<file path="config.mk">
export PLATFORM = sky130hd
export DESIGN_NAME = usb_tx_packetizer
export DESIGN_NICKNAME = d
export VERILOG_FILES = /design/src/rtl/usb_pkg.sv /design/src/rtl/usb_crc16.sv /design/src/rtl/usb_tx_packetizer.sv
export SDC_FILE = /design/constraint.sdc
export NUM_CORES = 1
export LEC_CHECK = 0
export BUFFER_PORTS_ARGS = -buffer_cell sky130_fd_sc_hd__buf_2
export CAP_MARGIN = 40
export CORE_MARGIN = 5
export CORE_UTILIZATION = 45
export DETAILED_ROUTE_END_ITERATION = 10
export MAX_ROUTING_LAYER = met4
export PLACE_DENSITY = 0.7
export SYNTH_ARGS = -nofsm -noshare
export SYNTH_HDL_FRONTEND = slang
export SYNTH_SLANG_ARGS = --single-unit
</file>
<file path="constraint.sdc">
create_clock -name clk -period 8.3 [get_ports clk]
set_clock_uncertainty 0.1 [all_clocks]
set_input_delay 0.415 -clock clk [delete_from_list [all_inputs] [get_ports clk]]
set_output_delay 0.415 -clock clk [all_outputs]
set_load 0.03 [all_outputs]
</file>
<file path="src/rtl/usb_pkg.sv">
// usb_pkg: shared types and constants for the USB full-speed transmit path.
//   tx_packet_t  : request codes from the protocol controller
//   tx_state_t   : packetizer FSM states
//   PID_*        : 4-bit packet identifiers
//   SYNC/CRC16   : framing and CRC constants
//   LINE_*       : {dp, dm} line states
//   helpers      : PID byte builder, serial CRC16 step, NRZI encoder
package usb_pkg;

  typedef enum logic [2:0] {
    TX_NONE  = 3'd0,
    TX_DATA0 = 3'd1,
    TX_ACK   = 3'd2,
    TX_NAK   = 3'd3,
    TX_STALL = 3'd4
  } tx_packet_t;

  // ST_LOAD is the one-cycle gap between acceptance and the first SYNC bit.
  typedef enum logic [2:0] {
    ST_IDLE    = 3'd0,
    ST_LOAD    = 3'd1,
    ST_SYNC    = 3'd2,
    ST_PID     = 3'd3,
    ST_DATA    = 3'd4,
    ST_CRC     = 3'd5,
    ST_EOP_SE0 = 3'd6,
    ST_EOP_J   = 3'd7
  } tx_state_t;

  localparam logic [3:0]  PID_DATA0    = 4'b0011;
  localparam logic [3:0]  PID_ACK      = 4'b0010;
  localparam logic [3:0]  PID_NAK      = 4'b1010;
  localparam logic [3:0]  PID_STALL    = 4'b1110;
  localparam logic [7:0]  SYNC_PATTERN = 8'h80;
  localparam logic [15:0] CRC16_POLY   = 16'h8005;
  localparam logic [15:0] CRC16_INIT   = 16'hFFFF;
  localparam logic [1:0]  LINE_J       = 2'b10;
  localparam logic [1:0]  LINE_K       = 2'b01;
  localparam logic [1:0]  LINE_SE0     = 2'b00;

  // PID byte as sent on the wire: check nibble in the upper half.
  function automatic logic [7:0] pid_byte(input logic [2:0] code);
    logic [3:0] pid;
    case (code)
      TX_DATA0: pid = PID_DATA0;
      TX_ACK:   pid = PID_ACK;
      TX_NAK:   pid = PID_NAK;
      TX_STALL: pid = PID_STALL;
      default:  pid = 4'b0000;
    endcase
    return {~pid, pid};
  endfunction

  // One serial LFSR step; data enters LSB first, feedback taken from bit 15.
  function automatic logic [15:0] crc16_step(input logic [15:0] crc, input logic din);
    logic fb;
    fb = din ^ crc[15];
    return {crc[14:0], 1'b0} ^ (fb ? CRC16_POLY : 16'h0000);
  endfunction

  // NRZI: a 0 swaps J and K, a 1 holds the line.
  function automatic logic [1:0] nrzi_next(input logic [1:0] line, input logic data_bit);
    return data_bit ? line : {line[0], line[1]};
  endfunction

endpackage

</file>
<file path="src/rtl/usb_crc16.sv">
// usb_crc16: serial CRC16 (poly 0x8005) over payload bits.
//   clk, n_rst : clock, synchronous active-low reset (register -> 16'hFFFF)
//   clear      : reload the init value (asserted at SYNC start)
//   shift_en   : absorb din this cycle
//   din        : payload data bit, LSB first
//   crc_out    : raw register; the packetizer sends its complement
module usb_crc16
  import usb_pkg::*;
(
  input  logic        clk,
  input  logic        n_rst,
  input  logic        clear,
  input  logic        shift_en,
  input  logic        din,
  output logic [15:0] crc_out
);

  logic [15:0] crc_r;

  // CRC register: reset/clear to init, otherwise step once per payload bit.
  always_ff @(posedge clk) begin
    if (!n_rst) begin
      crc_r <= CRC16_INIT;
    end else if (clear) begin
      crc_r <= CRC16_INIT;
    end else if (shift_en) begin
      crc_r <= crc16_step(crc_r, din);
    end else begin
      crc_r <= crc_r;
    end
  end

  assign crc_out = crc_r;

endmodule

</file>
<file path="src/rtl/usb_tx_packetizer.sv">
// usb_tx_packetizer: builds SYNC/PID/DATA/CRC16, bit-stuffs, NRZI-encodes
// and drives D+/D- ending with EOP.
//   clk, n_rst         : clock, synchronous active-low reset
//   tx_packet          : request code, sampled only in IDLE
//   buffer_occupancy   : bytes in the TX buffer (clamped to MAX_PAYLOAD)
//   tx_packet_data     : buffer head byte, captured on the pop edge
//   get_tx_packet_data : one-cycle pop strobe per payload byte
//   dp_out, dm_out     : line outputs
//   tx_transfer_active : high from first SYNC bit through end of EOP
//   tx_error           : one-cycle pulse on an illegal request code
module usb_tx_packetizer
  import usb_pkg::*;
#(
  parameter int CLKS_PER_BIT = 4,
  parameter int MAX_PAYLOAD  = 64
) (
  input  logic       clk,
  input  logic       n_rst,
  input  logic [2:0] tx_packet,
  input  logic [6:0] buffer_occupancy,
  input  logic [7:0] tx_packet_data,
  output logic       get_tx_packet_data,
  output logic       dp_out,
  output logic       dm_out,
  output logic       tx_transfer_active,
  output logic       tx_error
);

  localparam int CNT_W = (CLKS_PER_BIT > 2) ? $clog2(CLKS_PER_BIT) : 1;
  localparam logic [CNT_W-1:0] CNT_LAST = CNT_W'(CLKS_PER_BIT - 1);
  localparam logic [CNT_W-1:0] CNT_PRE  = CNT_W'(CLKS_PER_BIT - 2);
  localparam logic [6:0]       MAX_CNT  = 7'(MAX_PAYLOAD);

  tx_state_t        state_r, state_d_s, adv_state_s;
  logic [CNT_W-1:0] clk_cnt_r;
  logic [3:0]       bit_cnt_r, adv_bit_cnt_s;
  logic [2:0]       ones_cnt_r;
  logic             stuff_r;
  logic             is_data_r;
  logic [7:0]       pid_byte_r;
  logic [6:0]       byte_cnt_r;
  logic [7:0]       shift_r;
  logic [1:0]       line_r;
  logic             active_r, get_r, err_r;
  logic [15:0]      crc_s;
  logic             req_valid_s, req_illegal_s;
  logic             bit_step_s, stuff_due_s, load_s, nxt_bit_s, crc_shift_s;

  assign req_valid_s   = (tx_packet >= 3'd1) && (tx_packet <= 3'd4);
  assign req_illegal_s = (tx_packet >= 3'd5);
  // Boundary of a line bit period while a packet is on the wire.
  assign bit_step_s    = (state_r != ST_IDLE) && (state_r != ST_LOAD) && (clk_cnt_r == CNT_LAST);
  // Six ones are on the line and no stuff bit has followed yet.
  assign stuff_due_s   = !stuff_r && (ones_cnt_r == 3'd6);
  // The next line bit is bit 0 of a fresh payload byte.
  assign load_s        = (state_r != ST_IDLE) && !stuff_due_s &&
                         (adv_state_s == ST_DATA) && (adv_bit_cnt_s == 4'd0);
  assign crc_shift_s   = bit_step_s && !stuff_due_s && (adv_state_s == ST_DATA);

  // Next data bit position: where the bit stream goes after the current bit.
  always_comb begin
    adv_state_s   = state_r;
    adv_bit_cnt_s = bit_cnt_r + 4'd1;
    case (state_r)
      ST_LOAD: begin
        adv_state_s   = ST_SYNC;
        adv_bit_cnt_s = 4'd0;
      end
      ST_SYNC, ST_PID, ST_DATA: begin
        if (bit_cnt_r == 4'd7) begin
          adv_bit_cnt_s = 4'd0;
          if (state_r == ST_SYNC)       adv_state_s = ST_PID;
          else if (!is_data_r)          adv_state_s = ST_EOP_SE0;
          else if (byte_cnt_r != 7'd0)  adv_state_s = ST_DATA;
          else                          adv_state_s = ST_CRC;
        end else begin
          adv_state_s = state_r;
        end
      end
      ST_CRC: begin
        if (bit_cnt_r == 4'd15) begin
          adv_state_s   = ST_EOP_SE0;
          adv_bit_cnt_s = 4'd0;
        end else begin
          adv_state_s = ST_CRC;
        end
      end
      ST_EOP_SE0: begin
        if (bit_cnt_r == 4'd1) begin
          adv_state_s   = ST_EOP_J;
          adv_bit_cnt_s = 4'd0;
        end else begin
          adv_state_s = ST_EOP_SE0;
        end
      end
      default: begin
        adv_state_s   = ST_IDLE;
        adv_bit_cnt_s = 4'd0;
      end
    endcase
  end

  // Value of the next data bit; a new payload byte is taken straight from the buffer.
  always_comb begin
    nxt_bit_s = 1'b0;
    case (adv_state_s)
      ST_SYNC: nxt_bit_s = SYNC_PATTERN[adv_bit_cnt_s[2:0]];
      ST_PID:  nxt_bit_s = pid_byte_r[adv_bit_cnt_s[2:0]];
      ST_DATA: nxt_bit_s = (adv_bit_cnt_s == 4'd0) ? tx_packet_data[0] : shift_r[adv_bit_cnt_s[2:0]];
      ST_CRC:  nxt_bit_s = ~crc_s[4'd15 - adv_bit_cnt_s];
      default: nxt_bit_s = 1'b0;
    endcase
  end

  // FSM next state: stuff bits hold the state for one extra bit period.
  always_comb begin
    state_d_s = state_r;
    case (state_r)
      ST_IDLE: begin
        if (req_valid_s) state_d_s = ST_LOAD;
        else             state_d_s = ST_IDLE;
      end
      ST_LOAD: state_d_s = ST_SYNC;
      default: begin
        if (bit_step_s && !stuff_due_s) state_d_s = adv_state_s;
        else                            state_d_s = state_r;
      end
    endcase
  end

  // FSM state register.
  always_ff @(posedge clk) begin
    if (!n_rst) state_r <= ST_IDLE;
    else        state_r <= state_d_s;
  end

  // Datapath: bit timing, stuffing, NRZI line, byte fetch and status outputs.
  always_ff @(posedge clk) begin
    if (!n_rst) begin
      clk_cnt_r  <= '0;
      bit_cnt_r  <= 4'd0;
      ones_cnt_r <= 3'd0;
      stuff_r    <= 1'b0;
      is_data_r  <= 1'b0;
      pid_byte_r <= 8'h00;
      byte_cnt_r <= 7'd0;
      shift_r    <= 8'h00;
      line_r     <= LINE_J;
      active_r   <= 1'b0;
      get_r      <= 1'b0;
      err_r      <= 1'b0;
    end else begin
      get_r <= 1'b0;
      err_r <= 1'b0;
      case (state_r)
        ST_IDLE: begin
          clk_cnt_r <= '0;
          line_r    <= LINE_J;
          active_r  <= 1'b0;
          if (req_valid_s) begin
            pid_byte_r <= pid_byte(tx_packet);
            is_data_r  <= (tx_packet == TX_DATA0);
            byte_cnt_r <= (tx_packet != TX_DATA0) ? 7'd0 :
                          (buffer_occupancy > MAX_CNT) ? MAX_CNT : buffer_occupancy;
          end else begin
            err_r <= req_illegal_s;
          end
        end
        ST_LOAD: begin
          // First SYNC bit goes on the line; ones counting restarts here.
          active_r   <= 1'b1;
          clk_cnt_r  <= '0;
          bit_cnt_r  <= 4'd0;
          stuff_r    <= 1'b0;
          ones_cnt_r <= {2'b00, nxt_bit_s};
          line_r     <= nrzi_next(LINE_J, nxt_bit_s);
        end
        default: begin
          if (clk_cnt_r == CNT_LAST) begin
            clk_cnt_r <= '0;
            if (stuff_due_s) begin
              stuff_r    <= 1'b1;
              ones_cnt_r <= 3'd0;
              line_r     <= nrzi_next(line_r, 1'b0);
            end else begin
              stuff_r   <= 1'b0;
              bit_cnt_r <= adv_bit_cnt_s;
              case (adv_state_s)
                ST_EOP_SE0: begin
                  line_r     <= LINE_SE0;
                  ones_cnt_r <= 3'd0;
                end
                ST_EOP_J: begin
                  line_r     <= LINE_J;
                  ones_cnt_r <= 3'd0;
                end
                ST_IDLE: begin
                  line_r     <= LINE_J;
                  ones_cnt_r <= 3'd0;
                  active_r   <= 1'b0;
                end
                default: begin
                  line_r     <= nrzi_next(line_r, nxt_bit_s);
                  ones_cnt_r <= nxt_bit_s ? (ones_cnt_r + 3'd1) : 3'd0;
                end
              endcase
              if (load_s) begin
                shift_r    <= tx_packet_data;
                byte_cnt_r <= byte_cnt_r - 7'd1;
              end else begin
                shift_r <= shift_r;
              end
            end
          end else begin
            clk_cnt_r <= clk_cnt_r + 1'b1;
            // Strobe lands in the last cycle of the period so the pop edge is the load edge.
            get_r <= (clk_cnt_r == CNT_PRE) && load_s;
          end
        end
      endcase
    end
  end

  usb_crc16 u_crc16 (
    .clk      (clk),
    .n_rst    (n_rst),
    .clear    (state_r == ST_LOAD),
    .shift_en (crc_shift_s),
    .din      (nxt_bit_s),
    .crc_out  (crc_s)
  );

  assign dp_out             = line_r[1];
  assign dm_out             = line_r[0];
  assign tx_transfer_active = active_r;
  assign get_tx_packet_data = get_r;
  assign tx_error           = err_r;

endmodule

</file>
# Yosys cells after proc, flatten, opt, wreduce, memory -nomap -nowiden

Memory sizes are Yosys's and may differ from the RTL's.
Index checks and enable logic that the tools add are counted.

$add $sub $neg: 5
$lt $le $gt $ge: 6
Equal/unequal tests: 29
Multiplexer cells: 56
Bitwise gates (word level): 9
Reductions and logical operators: 37

Operators by type and width:

| operator                                                                | number |
|---|---|
| 7-bit two-way mux                                                       | 6 |
| 4-bit two-way mux                                                       | 8 |
| 3-bit == test, second input constant                                    | 9 |
| 3-bit two-way mux                                                       | 7 |
| 3-bit by 2-bit == test with 1-bit output, second input constant         | 6 |
| 16-bit two-way mux                                                      | 1 |
| 4-bit one-hot mux with 4 select lines                                   | 1 |
| 16-bit bitwise XOR                                                      | 1 |
| 7-bit one-hot mux with 2 select lines                                   | 1 |
| 1-bit two-way mux                                                       | 13 |
| 2-bit two-way mux                                                       | 6 |
| 3-bit one-hot mux with 2 select lines                                   | 2 |
| 3-bit one-hot mux with 4 select lines                                   | 1 |
| 4-bit one-hot mux with 3 select lines                                   | 1 |
| 3-bit nonzero test                                                      | 4 |
| 1-bit logical AND                                                       | 10 |
| 3-bit by 1-bit inequality test with 1-bit output, second input constant | 3 |
| 3-bit OR reduction                                                      | 3 |
| 2-bit one-hot mux with 2 select lines                                   | 2 |
| 4-bit one-hot mux with 2 select lines                                   | 1 |
| 7-bit > comparator, second input constant                               | 1 |
| 7-bit nonzero test                                                      | 1 |
| 7-bit by 1-bit subtractor with 7-bit output, second input constant      | 1 |
| 1-bit binary-select mux with 3-bit select                               | 2 |
| 33 further kinds                                                        | 51 |

Bits in registers: 58
Bits in read-only memories: 8
Input bits: 20
Output and inout port bits: 5
Logic and storage cells: 157
Memories kept: 1

Memories:

| name             | depth | width | rd ports | clocked after memory_dff | write ports | line                     | text |
|---|---|---|---|---|---|---|---|
| (name not given) | 8     | 1     | 1        | 0                        | 0           | usb_tx_packetizer.sv:107 | `ST_SYNC: nxt_bit_s = SYNC_PATTERN[adv_bit_cnt_s[2:0]];` |

# Longest topological paths before layout

Gate-level depths: netlist of the first run.

Depth after elaboration: 13
Gate-level depth with buffers: 13
Depth with buffers taken out: 11

# Cells and area by module

Synthesis of the first run repeated with hierarchy kept, for this count alone.

Cells, all modules: 418
Area, all modules: 3464.6 sq um

Modules (own cells, without submodules):

| module            | instances | cells an instance | area an instance (sq um) | seq. area each (sq um) |
|---|---|---|---|---|
| usb_tx_packetizer | 1         | 360               | 2860.2                   | 820.8 |
| usb_crc16         | 1         | 58                | 604.3                    | 320.3 |

# Least setup slack after synthesis of the first run

Ideal clock, no wire load.

Path kind: flip-flop to flip-flop
From: register bit_cnt_r[0]
To: register u_crc16.crc_r[15], in the netlist u_crc16.crc_out[15]
Library setup time: 0.073 ns
Arrival time: 2.618 ns
Data required time: 8.127 ns
Setup slack: 5.509 ns
Cell stages (with the launch flop): 12
Path buffers: 1
Clock period less this slack: 2.791 ns
Path through: dfxtp_1 -> ha_1 -> nand2_1 -> o32ai_2 -> buf_6 -> o31ai_1 -> a221oi_1 -> and4b_1 -> a32oi_2 -> o21a_4 -> mux2_1 -> nor3_2

Word-level cells in the longest chain between the ends: 11
Elaborated cells on any way between the ends: 33
Those cells by class: 2 x add/sub; 7 x eq/ne; 18 x mux; 3 x bitwise; 2 x reduce/logical; 1 x memory

RTL lines:

| what                                                           | line                                                                      | text |
|---|---|---|
| start: declaration                                             | usb_tx_packetizer.sv:36                                                   | `logic [3:0] bit_cnt_r, adv_bit_cnt_s;` |
| start signal: assignment                                       | usb_tx_packetizer.sv:187                                                  | `bit_cnt_r <= adv_bit_cnt_s;` |
| 4-bit by 1-bit adder with 4-bit output (tied with other cells) | usb_tx_packetizer.sv:63                                                   | `adv_bit_cnt_s = bit_cnt_r + 4'd1;` |
| 4-bit two-way mux (on tied branches)                           | usb_tx_packetizer.sv:89, usb_tx_packetizer.sv:70, usb_tx_packetizer.sv:81 |  |
| 4-bit one-hot mux with 3 select lines                          | usb_tx_packetizer.sv:64                                                   | `case (state_r)` |
| 4-bit subtractor                                               | usb_tx_packetizer.sv:110                                                  | `ST_CRC: nxt_bit_s = ~crc_s[4'd15 - adv_bit_cnt_s];` |
| 1-bit binary-select mux with 4-bit select                      | usb_tx_packetizer.sv:110                                                  |  |
| 1-bit two-way mux (implied by the code)                        | usb_tx_packetizer.sv:110                                                  |  |
| 1-bit inverter                                                 | usb_tx_packetizer.sv:110                                                  |  |
| 1-bit one-hot mux with 4 select lines                          | usb_tx_packetizer.sv:106                                                  | `case (adv_state_s)` |
| 1-bit bitwise XOR                                              | usb_pkg.sv:57                                                             | `fb = din ^ crc[15];` |
| 16-bit two-way mux                                             | usb_pkg.sv:58                                                             | `return {crc[14:0], 1'b0} ^ (fb ? CRC16_POLY : 16'h0000);` |
| 16-bit bitwise XOR                                             | usb_pkg.sv:58                                                             |  |
| end signal: assignment                                         | usb_crc16.sv:27                                                           | `crc_r <= crc16_step(crc_r, din);` |
| end signal: assignment                                         | usb_crc16.sv:29                                                           | `crc_r <= crc_r;` |
| end: declaration                                               | usb_crc16.sv:18                                                           | `logic [15:0] crc_r;` |

Several ways; a longest one is shown, not always the timed one. The select of a mux whose other input is x is not followed.
A chain may end at the register's enable or synchronous reset.

# Worst setup path in the final report of the first run

From: register bit_cnt_r[0]
To: register byte_cnt_r[0]

Word-level cells in the longest chain between the ends: 8
Elaborated cells on any way between the ends: 18
Those cells by class: 1 x add/sub; 4 x eq/ne; 8 x mux; 5 x reduce/logical

RTL lines:

| what                                                                           | line                     | text |
|---|---|---|
| branches (longest 5 deep; another with 4-bit by 1-bit adder with 4-bit output) | n/a                      |  |
| 1-bit logical AND (*)                                                          | usb_tx_packetizer.sv:57  | `(adv_state_s == ST_DATA) && (adv_bit_cnt_s == 4'd0);` |
| 2-bit nonzero test (no source line) (*)                                        | n/a                      |  |
| 5-bit AND reduction (no source line) (*)                                       | n/a                      |  |
| end signal: assignment                                                         | usb_tx_packetizer.sv:163 | `byte_cnt_r <= (tx_packet != TX_DATA0) ? 7'd0 :` |
| end signal: assignment                                                         | usb_tx_packetizer.sv:209 | `byte_cnt_r <= byte_cnt_r - 7'd1;` |
| end: declaration                                                               | usb_tx_packetizer.sv:41  | `logic [6:0] byte_cnt_r;` |

Every way passes the cells marked *.

==> results of run 1 <==
flip-flops by register name, indices dropped and copies added, names as in the netlist:
name and cells:
u_crc16.crc_out 16, pid_byte_r 8, shift_r 8, byte_cnt_r 7, bit_cnt_r 4, ones_cnt_r 3
state_r 3, clk_cnt_r 2, line_r 2, get_tx_packet_data 1, stuff_r 1, tx_error 1
tx_transfer_active 1
critical path, delay by kind of cell (launching register included):
| family | cells | cell delay [ns] |
|---|---|---|
| adders and majority gates | 1 | 0.36 |
| and+or+nand+nor | 4 | 1.45 |
| DFF | 1 | 0.77 |
| AOI/OAI and AO/OA | 4 | 0.90 |
through the flow:
step,setup WS (ns),power [mW]
floorplan,5.509,0.4275
global placement,4.559,0.4627
detailed placement,4.455,0.4692
CTS,4.446,0.7301
global route,4.338,0.7659
finish,4.593,0.7283
path summary, 6_finish.rpt:
check,start,to,depth (start not counted)
worst min-delay path,tx_packet_data[7],shift_r[7],3
worst min register to register,clk_cnt_r[0],clk_cnt_r[0],1
worst max register to register,bit_cnt_r[0],byte_cnt_r[0],9
worst max-delay path,bit_cnt_r[0],byte_cnt_r[0],9
where the power goes:
part	total [mW]	internal, mW	switching (mW)
clock	0.262	0.152	0.110
sequential	0.310	0.289	0.0210
combinational	0.156	0.0586	0.0974
total	0.728	0.500	0.228
area by class of cell:
cell class / instances / area, um^2
fill: 769 / 3785
multi-input combinational: 344 / 2186
sequential: 57 / 1141
timing repair buffer: 30 / 188.9
clock buffer: 12 / 155.1
tap: 102 / 127.6
inverter: 17 / 63.81
clock inverter: 3 / 40.04
logic make-up after synthesis:
family	Yosys count	share of synthesized area (%)
AND/OR/NAND/NOR	188	27.36
AO/OA/AOI/OAI	127	26.11
flip-flops	57	32.44
buffers and inverters	43	5.407
multiplexers	14	4.091
adder cells (fa/ha/maj)	8	2.846
XOR/XNOR	7	1.743
metal layers:
layer / up-vias / routed length (um)
met5: - / 0
met4: 0 / 179
met3: 18 / 413
met2: 92 / 4241
met1: 1562 / 4168
li1: 1650 / -
cell usage in the layout (no fill, tap or decap), types with 3 or more instances in the layout:
cell	netlist	final
a211oi_1	9	9
a21oi_1	30	30
a221oi_1	6	6
a22oi_1	3	3
a31oi_1	3	3
and2_1	5	5
and3_1	6	6
buf_2	8	24
buf_4	3	4
clkbuf_8	0	11
dfxtp_1	57	57
ha_1	8	8
inv_1	15	15
mux2i_1	11	11
nand2_1	60	60
nand2b_1	3	3
nand3_1	20	20
nand3b_1	3	3
nand4b_1	3	3
nor2_1	42	42
nor2b_1	4	4
nor3_1	13	13
nor3_2	4	4
nor3b_1	5	5
o211ai_1	6	6
o21a_1	3	3
o21ai_0	17	17
o21ai_1	9	9
o22ai_1	6	6
o31ai_1	3	3
o32ai_1	3	3
or2_2	3	3
xnor2_1	4	4
xor2_1	3	3
==> out/qor.tcl, run 1 <==
set qor(grt_remaining_overflow) 0
set qor(overall_die_height_um) 98.41
set qor(fin_setup_tns_ns) 0
set qor(global_route.usage.total_pct) 19.83
set qor(final_layout_size_suffix_gt1_share_pct) 14.90
set qor(fp-row-count) 32
set qor(route.detailed.wl_per_inst_um) 15.93
set qor(hold-worst-slack_ns) 0.1972
set qor(post_cts.resized_instances) 0
set qor(remaining_drc_errors) 0
set qor(antenna_found_initial) 0
set qor(share_of_flip_flops_with_an_asynchronous_set_or_reset_pct) 0
set qor(setup_violations) 0
set qor(placed_cells_incl_taps) 549
set qor(critPathLaunchType) {register}
set qor(dpl_cell_area_um2) 3700
set qor(synth.top_cell.area_share_pct) 32.44
set qor(htree_num_levels) 3
set qor(clk_pin_slew_worst_paths_ns) 0.07
set qor(synth-seq-area-share_pct) 32.44
set qor(grt-busiest-layer) {met2}
set qor(ff_to_ff_setup_slack_ns) 4.59
set qor(max-cap-violations) 0
set qor(max_clock_freq_ghz) 0.2697
set qor(drt-initial-drc-count) 201
set qor(final.min_clock_period_ns) 3.707
set qor(rsz0062_at_grt) {no}
set qor(design.die.area_um2) 9684
set qor(syn_area_per_cell_um2) 7.921
set qor(synth-edff-count) 0
set qor(yosysWarningCount) 0
set qor(post_synth_inst_count) 444
set qor(cts-hold-fix-buffers) 0
set qor(timing.critical_path.arrival_ns) 3.84
set qor(status) {complete, no violations}
set qor(timing.critical_path.to_type) {register}
set qor(critical_path.cell_chain) {ha_1 -> nand2_1 -> o21a_1 -> o32ai_1 -> and3_1 -> nand2_4 -> and2_1 -> a221oi_1 -> a211oi_1}
set qor(synthTopCellsByCount) {60 x nand2_1, 57 x dfxtp_1, 42 x nor2_1}
set qor(crit_path_category) {reg2reg}
set qor(global_route.usage.met3_pct) 4.500
set qor(finalWeightedCongestion) 0.9489
set qor(finalMaxSlewViolations) 0
set qor(grt_start_max_net_pins) 22
set qor(min_path_type) {in2reg}
set qor(synth.area.top_cells) {dfxtp_1 32%, nand2_1 6.4%, nor2_1 4.5%, a21oi_1 4.3%, mux2i_1 3.1%}
set qor(drtAntennaViolNets) 0
set qor(grt_use_met2_pct) 30.89
set qor(slew_at_the_pin_closest_to_its_max_slew_limit_ns) 0.7344
set qor(synth.cell_area_um2) 3517
set qor(layout.cells.non_filler) 565
set qor(routed_via_density) 5.880
set qor(clock_tree.root_cell) {clkbuf_8}
set qor(global_route_wire_length_before_repair_um) 15260
set qor(place_hpwl_um) 6380
set qor(clock_tree_buffer_depth) 2
set qor(area_delta_synth_final_pct) 10.96
set qor(worst_path_largest_cell_delay_ns) 0.77
set qor(final.period_utilization_pct) 44.67
set qor(buffer_ports.inserted) 24
set qor(detail_route.wirelength_um) 9003
set qor(route.vias.total) 3322
set qor(crit_path_max_fanout) 19
set qor(vdd.ir_drop.worst_uv) 93.84
set qor(synth_fp_nets) 472
set qor(synth_top_area_cell) {dfxtp_1}
set qor(vias_in_the_first_global_route) 3146
set qor(power.static_leakage_nw) 1.561
set qor(post_synth_num_cell_types) 76
set qor(tritoncts) {yes}
set qor(post-synth-top-count-cell) {nand2_1}
set qor(post_cts_setup_buffer_count) 0
set qor(io_pins) 25
set qor(timing.critical_path.required_ns) 8.43
set qor(detail_route.first_pass.iterations) 5
set qor(global_route.usage.met1_pct) 25.07
set qor(clock_sinks) 57
set qor(fin_util_pct) 50.77
set qor(critical_path.slowest_cell) {dfxtp_1}
set qor(worst_slew_margin_rel_pct) 50.97
set qor(synth_flop_cell) {dfxtp_1}
set qor(initial_core_util_pct) 45.75
set qor(coreArea_um2) 7687
set qor(final_cell_area_um2) 3902
set qor(cts_made_buffers) 9
set qor(pd_cells_nw_per_um2) 186.6
set qor(nNetsFinal) 487
set qor(antennaDiodeCount) 0
set qor(synth.ff_latch_count) 57
set qor(clock_insertion_delay_worst_skew_ns) 0.35
set qor(die-width_um) 98.41
set qor(finalHoldViolCount) 0
Power figures use the tool's default switching activity.
==> run 2: changes to the inputs <==
- ABC_AREA: unset -> 1
- PLACE_DENSITY: 0.7 -> 0.71
- clock period: 8.3 -> 3.8 ns (I/O delays scaled with it)
==> run 2 against run 1 <==
Non-clock buffer count up 5. Largest power group unchanged. Utilization increased by 1.4 points. First-iteration DRC count is 9.0% higher. Cell area decreased by 4.5%. Flip-flop and latch count did not move. Total power rose to 2.6 times the previous value. Register-to-register slack lost 3.9 ns. Area after synthesis decreased by 7.4%. Final cell count grew 9.6%. Sequential power increased by 130%. Sequential share of layout area is 1.4 points higher. Hold slack got worse by 0.17 ns.
==> out/qor.tcl, run 2 <==
set qor(rsz0062_at_grt) {no}
set qor(setup_violations) 0
set qor(clk_pin_slew_worst_paths_ns) 0.07
set qor(design.die.area_um2) 9035
set qor(cts_made_buffers) 9
set qor(status) {complete, no violations}
set qor(post_cts_setup_buffer_count) 0
set qor(buffer_ports.inserted) 24
set qor(syn_area_per_cell_um2) 6.740
set qor(synth_top_area_cell) {dfxtp_1}
set qor(p_int_mw) 1.190
set qor(clock_power_share_pct) 28.9
set qor(finalMaxSlewViolations) 0
set qor(global_route_wire_length_before_repair_um) 13630
set qor(max_clock_freq_ghz) 0.3168
set qor(timing.critical_path.required_ns) 3.92
set qor(final.min_clock_period_ns) 3.157
set qor(max-cap-violations) 0
set qor(drt-initial-drc-count) 219
set qor(finalWeightedCongestion) 0.9156
set qor(fp-row-count) 31
set qor(critPathLaunchType) {register}
set qor(grt_start_max_net_pins) 30
set qor(min_path_type) {in2reg}
set qor(post-synth-top-count-cell) {nand2_1}
set qor(antennaDiodeCount) 0
set qor(global_route.usage.total_pct) 19.64
set qor(clock_sinks) 57
set qor(coreArea_um2) 7137
set qor(switching_share_pct) 38.31
set qor(synth_fp_nets) 511
set qor(post_synth_num_cell_types) 35
set qor(fin_util_pct) 52.21
set qor(timing.critical_path.arrival_ns) 3.28
set qor(largest_register_ff_count) 16
set qor(synth.area.top_cells) {dfxtp_1 35%, nand2_1 9.3%, nand3_1 8.6%, inv_1 7.3%, nor2_1 6.1%}
set qor(timing.critical_path.to_type) {register}
set qor(crit_path_category) {reg2reg}
set qor(vdd.ir_drop.worst_uv) 344.3
set qor(critical_path.cell_chain) {ha_1 -> nand3_1 -> nand3_2 -> nand3_4 -> inv_2 -> nand2_1 -> nor2_1 -> nand3_1 -> nor2_1 -> buf_4 -> nor2_1 -> inv_1 -> o21ai_0 -> a31oi_1}
set qor(clock_tree.root_cell) {clkbuf_8}
set qor(critical_path.most_common_cell) {nor2_1}
set qor(routed_via_density) 5.270
set qor(synth.ff_latch_count) 57
set qor(synth_flop_cell) {dfxtp_1}
set qor(critical_path.slowest_cell) {nor2_1}
set qor(synthTopCellsByCount) {81 x nand2_1, 63 x inv_1, 57 x dfxtp_1}
set qor(area_delta_synth_final_pct) 14.45
set qor(post_cts.resized_instances) 0
set qor(synth.cell_area_um2) 3256
set qor(initial_core_util_pct) 45.62
set qor(overall_die_height_um) 95.06
set qor(combinational_power_share_pct) 33.7
set qor(finalHoldViolCount) 0
set qor(drtAntennaViolNets) 0
set qor(power.sequential.fraction_pct) 37.4
set qor(switchingPower_mw) 0.7392
set qor(final.period_utilization_pct) 83.08
set qor(tritoncts) {yes}
set qor(route.detailed.wl_per_inst_um) 12.82
set qor(grt_remaining_overflow) 0
set qor(route.vias.total) 3262
set qor(fin_setup_tns_ns) 0
set qor(htree_num_levels) 3
set qor(synth.top_cell.area_share_pct) 35.05
set qor(slew_at_the_pin_closest_to_its_max_slew_limit_ns) 0.7450
set qor(die-width_um) 95.06
set qor(remaining_drc_errors) 0
set qor(yosysWarningCount) 0
set qor(power.static_leakage_nw) 1.749
set qor(cts-hold-fix-buffers) 7
set qor(detail_route.wirelength_um) 7938
set qor(io_pins) 25
set qor(place_hpwl_um) 5908
set qor(share_of_flip_flops_with_an_asynchronous_set_or_reset_pct) 0
set qor(pd_cells_nw_per_um2) 517.9
set qor(synth-edff-count) 0
set qor(synth-seq-area-share_pct) 35.05
set qor(crit_path_max_fanout) 16
set qor(mostFrequentLayoutCells) {81 x nand2_1, 63 x inv_1, 57 x dfxtp_1, 56 x nand3_1, 53 x nor2_1}
set qor(post_synth_inst_count) 483
set qor(detail_route.first_pass.iterations) 5
set qor(worst_path_largest_cell_delay_ns) 0.57
set qor(nNetsFinal) 544
set qor(clock_insertion_delay_worst_skew_ns) 0.34
set qor(final_layout_size_suffix_gt1_share_pct) 14.04
set qor(antenna_found_initial) 0
set qor(clock_tree_buffer_depth) 2
set qor(layout.cells.most_common) {nand2_1}
set qor(worst_slew_margin_rel_pct) 50.15
set qor(vias_in_the_first_global_route) 2969
[run 2: cell types whose count changed after synthesis, moves of 8 or more]
| cell | before | now |
|---|---|---|
| a211oi_1 | 9 | 0 |
| clkbuf_1 | 13 | 4 |
| inv_1 | 15 | 63 |
| mux2i_1 | 11 | 0 |
| nand2_1 | 60 | 81 |
| nand2_2 | 0 | 8 |
| nand3_1 | 20 | 56 |
| nand4_1 | 2 | 21 |
| nor2_1 | 42 | 53 |
| nor3_1 | 13 | 3 |
| o21ai_0 | 17 | 33 |
[run 2: cell type report]
cell class | instances | area, um^2
Tap cell | 99 | 123.9
Clock buffer | 10 | 137.6
Timing Repair Buffer | 35 | 220.2
Inverter | 71 | 266.5
Fill cell | 728 | 3411
Sequential cell | 57 | 1141
Clock inverter | 5 | 56.30
Multi-Input combinational cell | 342 | 1780
[run 2: through the flow]
step / hold WS, ns / power [mW] / area [um^2] / std cells / setup slack, ns
2_1_floorplan: 0.2249 / 1.215 / 3256 / 483 / 1.570
3_3_place_gp: 0.3150 / 1.358 / 3462 / 597 / 0.8528
3_5_place_dp: 0.3170 / 1.374 / 3462 / 597 / 0.6886
4_1_cts: 0.01161 / 1.938 / 3726 / 619 / 0.6802
5_1_grt: 0.02757 / 2.068 / 3726 / 619 / 0.3761
6_report: 0.02415 / 1.930 / 3726 / 619 / 0.6430
[run 2: path summary, 6_finish.rpt]
kind	depth (start not counted)	from	end	slack, ns
worst max-delay path	14	bit_cnt_r[0]	byte_cnt_r[4]	0.64
worst min-delay path	3	tx_packet_data[0]	shift_r[0]	0.02
worst max register to register	14	bit_cnt_r[0]	byte_cnt_r[4]	0.64
worst min register to register	2	pid_byte_r[5]	pid_byte_r[5]	0.34
[run 2: kinds of logic (layout without fill, tap and decap cells)]
logic type / after synthesis / after routing / synth area share [%]
AO/OA/AOI/OAI: 89 / 89 / 14.83
XOR/XNOR: 7 / 7 / 1.883
adder cells (fa/ha/maj): 8 / 8 / 3.075
buffers and inverters: 84 / 121 / 10.26
flip-flops: 57 / 57 / 35.05
AND/OR/NAND/NOR: 238 / 238 / 34.90
[run 2: power groups by stage]
stage               clock network, mW  logic (mW)  registers [mW]
floorplan                           0       0.471           0.745
global placement                    0       0.625           0.732
detailed placement                  0       0.641           0.733
CTS                             0.569       0.649           0.721
global route                    0.599       0.739           0.730
finish                          0.557       0.651           0.722
[run 2: worst max-delay path: cells and delay by family, from the launching register on]
family	cells	cell delay, ns
buffers and inverters	3	0.41
AOI/OAI and AO/OA	2	0.24
DFF	1	0.36
and+or+nand+nor	8	1.67
adders and majority gates	1	0.26
[run 2: per-layer routing]
metal | share of wire, % | vias to the layer above | track usage, %
li1 | - | 1672 | -
met1 | 47 | 1508 | 25.17
met2 | 47 | 69 | 30.06
met3 | 4.6 | 13 | 4.420
met4 | 1.6 | 0 | 7.813
met5 | 0 | - | -
==> run 3: changes to the inputs <==
- ABC_AREA: 1 -> 0
- PLACE_DENSITY: 0.71 -> 0.7
- clock period: 3.8 -> 3.3 ns (I/O delays scaled with it)
==> run 3 against run 2 <==
Global-route usage increased by 0.60 points. Cell area up 8.4%. Setup slack worse by 0.37 ns. Wire length up 17%. Non-clock buffer count increased by 14. Via count grew 4.5%. Critical endpoint is now u_crc16.crc_out[15].
==> out/qor.tcl, run 3 (synthesized netlist as in run 1, its figures left out) <==
set qor(critPathLaunchType) {register}
set qor(finalWeightedCongestion) 0.9810
set qor(critPathBufInv) 1
set qor(final_cell_area_um2) 4039
set qor(overall_die_height_um) 98.41
set qor(rsz0062_at_grt) {no}
set qor(post_cts_setup_buffer_count) 0
set qor(routed_via_density) 5.837
set qor(cts_made_buffers) 9
set qor(antenna_found_initial) 0
set qor(dpl_cell_area_um2) 3774
set qor(whs_path_depth) 3
set qor(post_cts.resized_instances) 0
set qor(remaining_drc_errors) 0
set qor(switching_share_pct) 31.17
set qor(fp-row-count) 32
set qor(drt-initial-drc-count) 252
set qor(worst_path_largest_cell_delay_ns) 0.48
set qor(route.vias.total) 3409
set qor(crit_path_category) {reg2reg}
set qor(detail_route.first_pass.iterations) 5
set qor(tritoncts) {yes}
set qor(timing.critical_path.to_type) {register}
set qor(clk_pin_slew_worst_paths_ns) 0.07
set qor(grt_remaining_overflow) 0
set qor(mostFrequentLayoutCells) {60 x nand2_1, 57 x dfxtp_1, 42 x nor2_1, 30 x a21oi_1, 24 x buf_2}
set qor(grt_start_max_net_pins) 27
set qor(final.period_utilization_pct) 91.62
set qor(switchingPower_mw) 0.5729
set qor(layout.cells.non_filler) 584
set qor(p_int_mw) 1.265
set qor(detail_route.wirelength_um) 9287
set qor(initial_core_util_pct) 45.75
set qor(clock_sinks) 57
set qor(clock_tree_buffer_depth) 2
set qor(min_from) {tx_packet_data[0]}
set qor(vias_in_the_first_global_route) 3198
set qor(hold-worst-slack_ns) 0.01000
set qor(post_route_total_power_mw) 1.838
set qor(design.die.area_um2) 9684
set qor(final_layout_size_suffix_gt1_share_pct) 16.80
set qor(buffer_ports.inserted) 24
set qor(r2r-end) {u_crc16.crc_out[15]}
set qor(drtAntennaViolNets) 0
set qor(largest_register_ff_count) 16
set qor(worst_slew_margin_rel_pct) 58.36
set qor(power.static_leakage_nw) 1.645
set qor(layout.cells.most_common) {nand2_1}
set qor(timing.critical_path.arrival_ns) 3.19
set qor(max-cap-violations) 0
set qor(combinational_power_share_pct) 22.2
set qor(placed_cells_incl_taps) 562
set qor(min_path_type) {in2reg}
set qor(finalMaxSlewViolations) 0
set qor(final.min_clock_period_ns) 3.024
set qor(die-width_um) 98.41
set qor(critical_path.slowest_cell) {a2111oi_4}
set qor(cell_type_group_with_the_largest_total_delay_on_the_critical_path) {compound AO/OA/AOI/OAI gates}
set qor(status) {complete, no violations}
set qor(crit_path_max_fanout) 6
set qor(route.detailed.wl_per_inst_um) 15.90
set qor(htree_num_levels) 3
set qor(area_delta_synth_final_pct) 14.83
set qor(worst_r2r_path_depth) 11
set qor(cts-hold-fix-buffers) 7
set qor(antennaDiodeCount) 0
set qor(clock_insertion_delay_worst_skew_ns) 0.34
set qor(io_pins) 25
set qor(vdd.ir_drop.worst_uv) 255.9
set qor(finalHoldViolCount) 0
set qor(clock_tree.root_cell) {clkbuf_8}
set qor(coreArea_um2) 7687
set qor(pd_cells_nw_per_um2) 455.1
set qor(reg2reg_from) {bit_cnt_r[1]}
set qor(slew_at_the_pin_closest_to_its_max_slew_limit_ns) 0.6204
set qor(ff_to_ff_setup_slack_ns) 0.28
set qor(whs_endpoint) {shift_r[0]}
set qor(setup_violations) 0
set qor(critical_path.cell_chain) {inv_1 -> ha_1 -> and4b_4 -> a2111oi_4 -> o31ai_1 -> a221oi_1 -> and4b_1 -> a32oi_2 -> o21a_4 -> mux2_1 -> nor3_2}
set qor(global_route.usage.total_pct) 20.24
set qor(nNetsFinal) 506
set qor(max_clock_freq_ghz) 0.3307
set qor(place_hpwl_um) 6618
set qor(fin_setup_tns_ns) 0
set qor(clock_power_share_pct) 35.9
set qor(global_route_wire_length_before_repair_um) 15680
set qor(power.sequential.fraction_pct) 42.0
set qor(timing.critical_path.required_ns) 3.46
## run 3: cell types whose count changed in the layout (fill, tap and decap cells not counted), sizes merged, moves of 7 or more
cell and change:
inv -53, nand3 -42, nand2 -30, nand4 -19, nor2 -16, o21ai -15, buf +14, nor3 +14
a211oi +11, mux2i +11, a21oi -7, and3 +7
## run 3: worst register-to-register path: cells and delay by family, from the launching register on
| kind | cells | cell delay [ns] |
|---|---|---|
| simple gates | 3 | 0.55 |
| flops | 1 | 0.42 |
| compound gates | 5 | 1.26 |
| mux | 1 | 0.34 |
| fa+ha+maj | 1 | 0.22 |
| buf+inv | 1 | 0.06 |
## run 3: layout make-up
type                            count  area (um^2)
Multi-Input combinational cell    344         2186
Clock buffer                       12        155.1
Sequential cell                    57         1141
Timing Repair Buffer               49        325.3
Fill cell                         718         3649
Clock inverter                      3        40.04
Inverter                           17        63.81
Tap cell                          102        127.6
## run 3: stage by stage
step                      utilization, %  setup slack (ns)
after CTS                          52.54            0.2823
after detailed placement           49.09            0.3181
after global routing               52.54           0.02324
final                              52.54            0.2764
after global placement             49.09            0.3195
after floorplan                        -            0.5085
## run 3: metal layers
| layer | vias up | track usage, % | share of wire (%) |
|---|---|---|---|
| li1 | 1685 | - | - |
| met5 | - | - | 0 |
| met1 | 1582 | 26.10 | 45 |
| met3 | 24 | 4.857 | 5.8 |
| met2 | 118 | 30.79 | 46 |
| met4 | 0 | 7.458 | 2.5 |
## run 3: power by group through the flow
| stage | logic (mW) | clock network [mW] | registers, mW |
|---|---|---|---|
| after floorplan | 0.297 | 0 | 0.778 |
| after global placement | 0.387 | 0 | 0.785 |
| after detailed placement | 0.395 | 0 | 0.786 |
| after CTS | 0.403 | 0.670 | 0.771 |
| after global routing | 0.453 | 0.706 | 0.778 |
| final | 0.407 | 0.660 | 0.771 |
## run 3: how the worst max path moves through the flow
stage | depth (start not counted) | endpoint | startpoint
after floorplan | 11 | u_crc16.crc_out[15] | bit_cnt_r[0]
after global placement | 8 | u_crc16.crc_out[0] | state_r[1]
after detailed placement | 9 | u_crc16.crc_out[15] | state_r[1]
after CTS | 11 | u_crc16.crc_out[15] | bit_cnt_r[1]
after global routing | 9 | u_crc16.crc_out[15] | state_r[1]
final | 11 | u_crc16.crc_out[15] | bit_cnt_r[1]
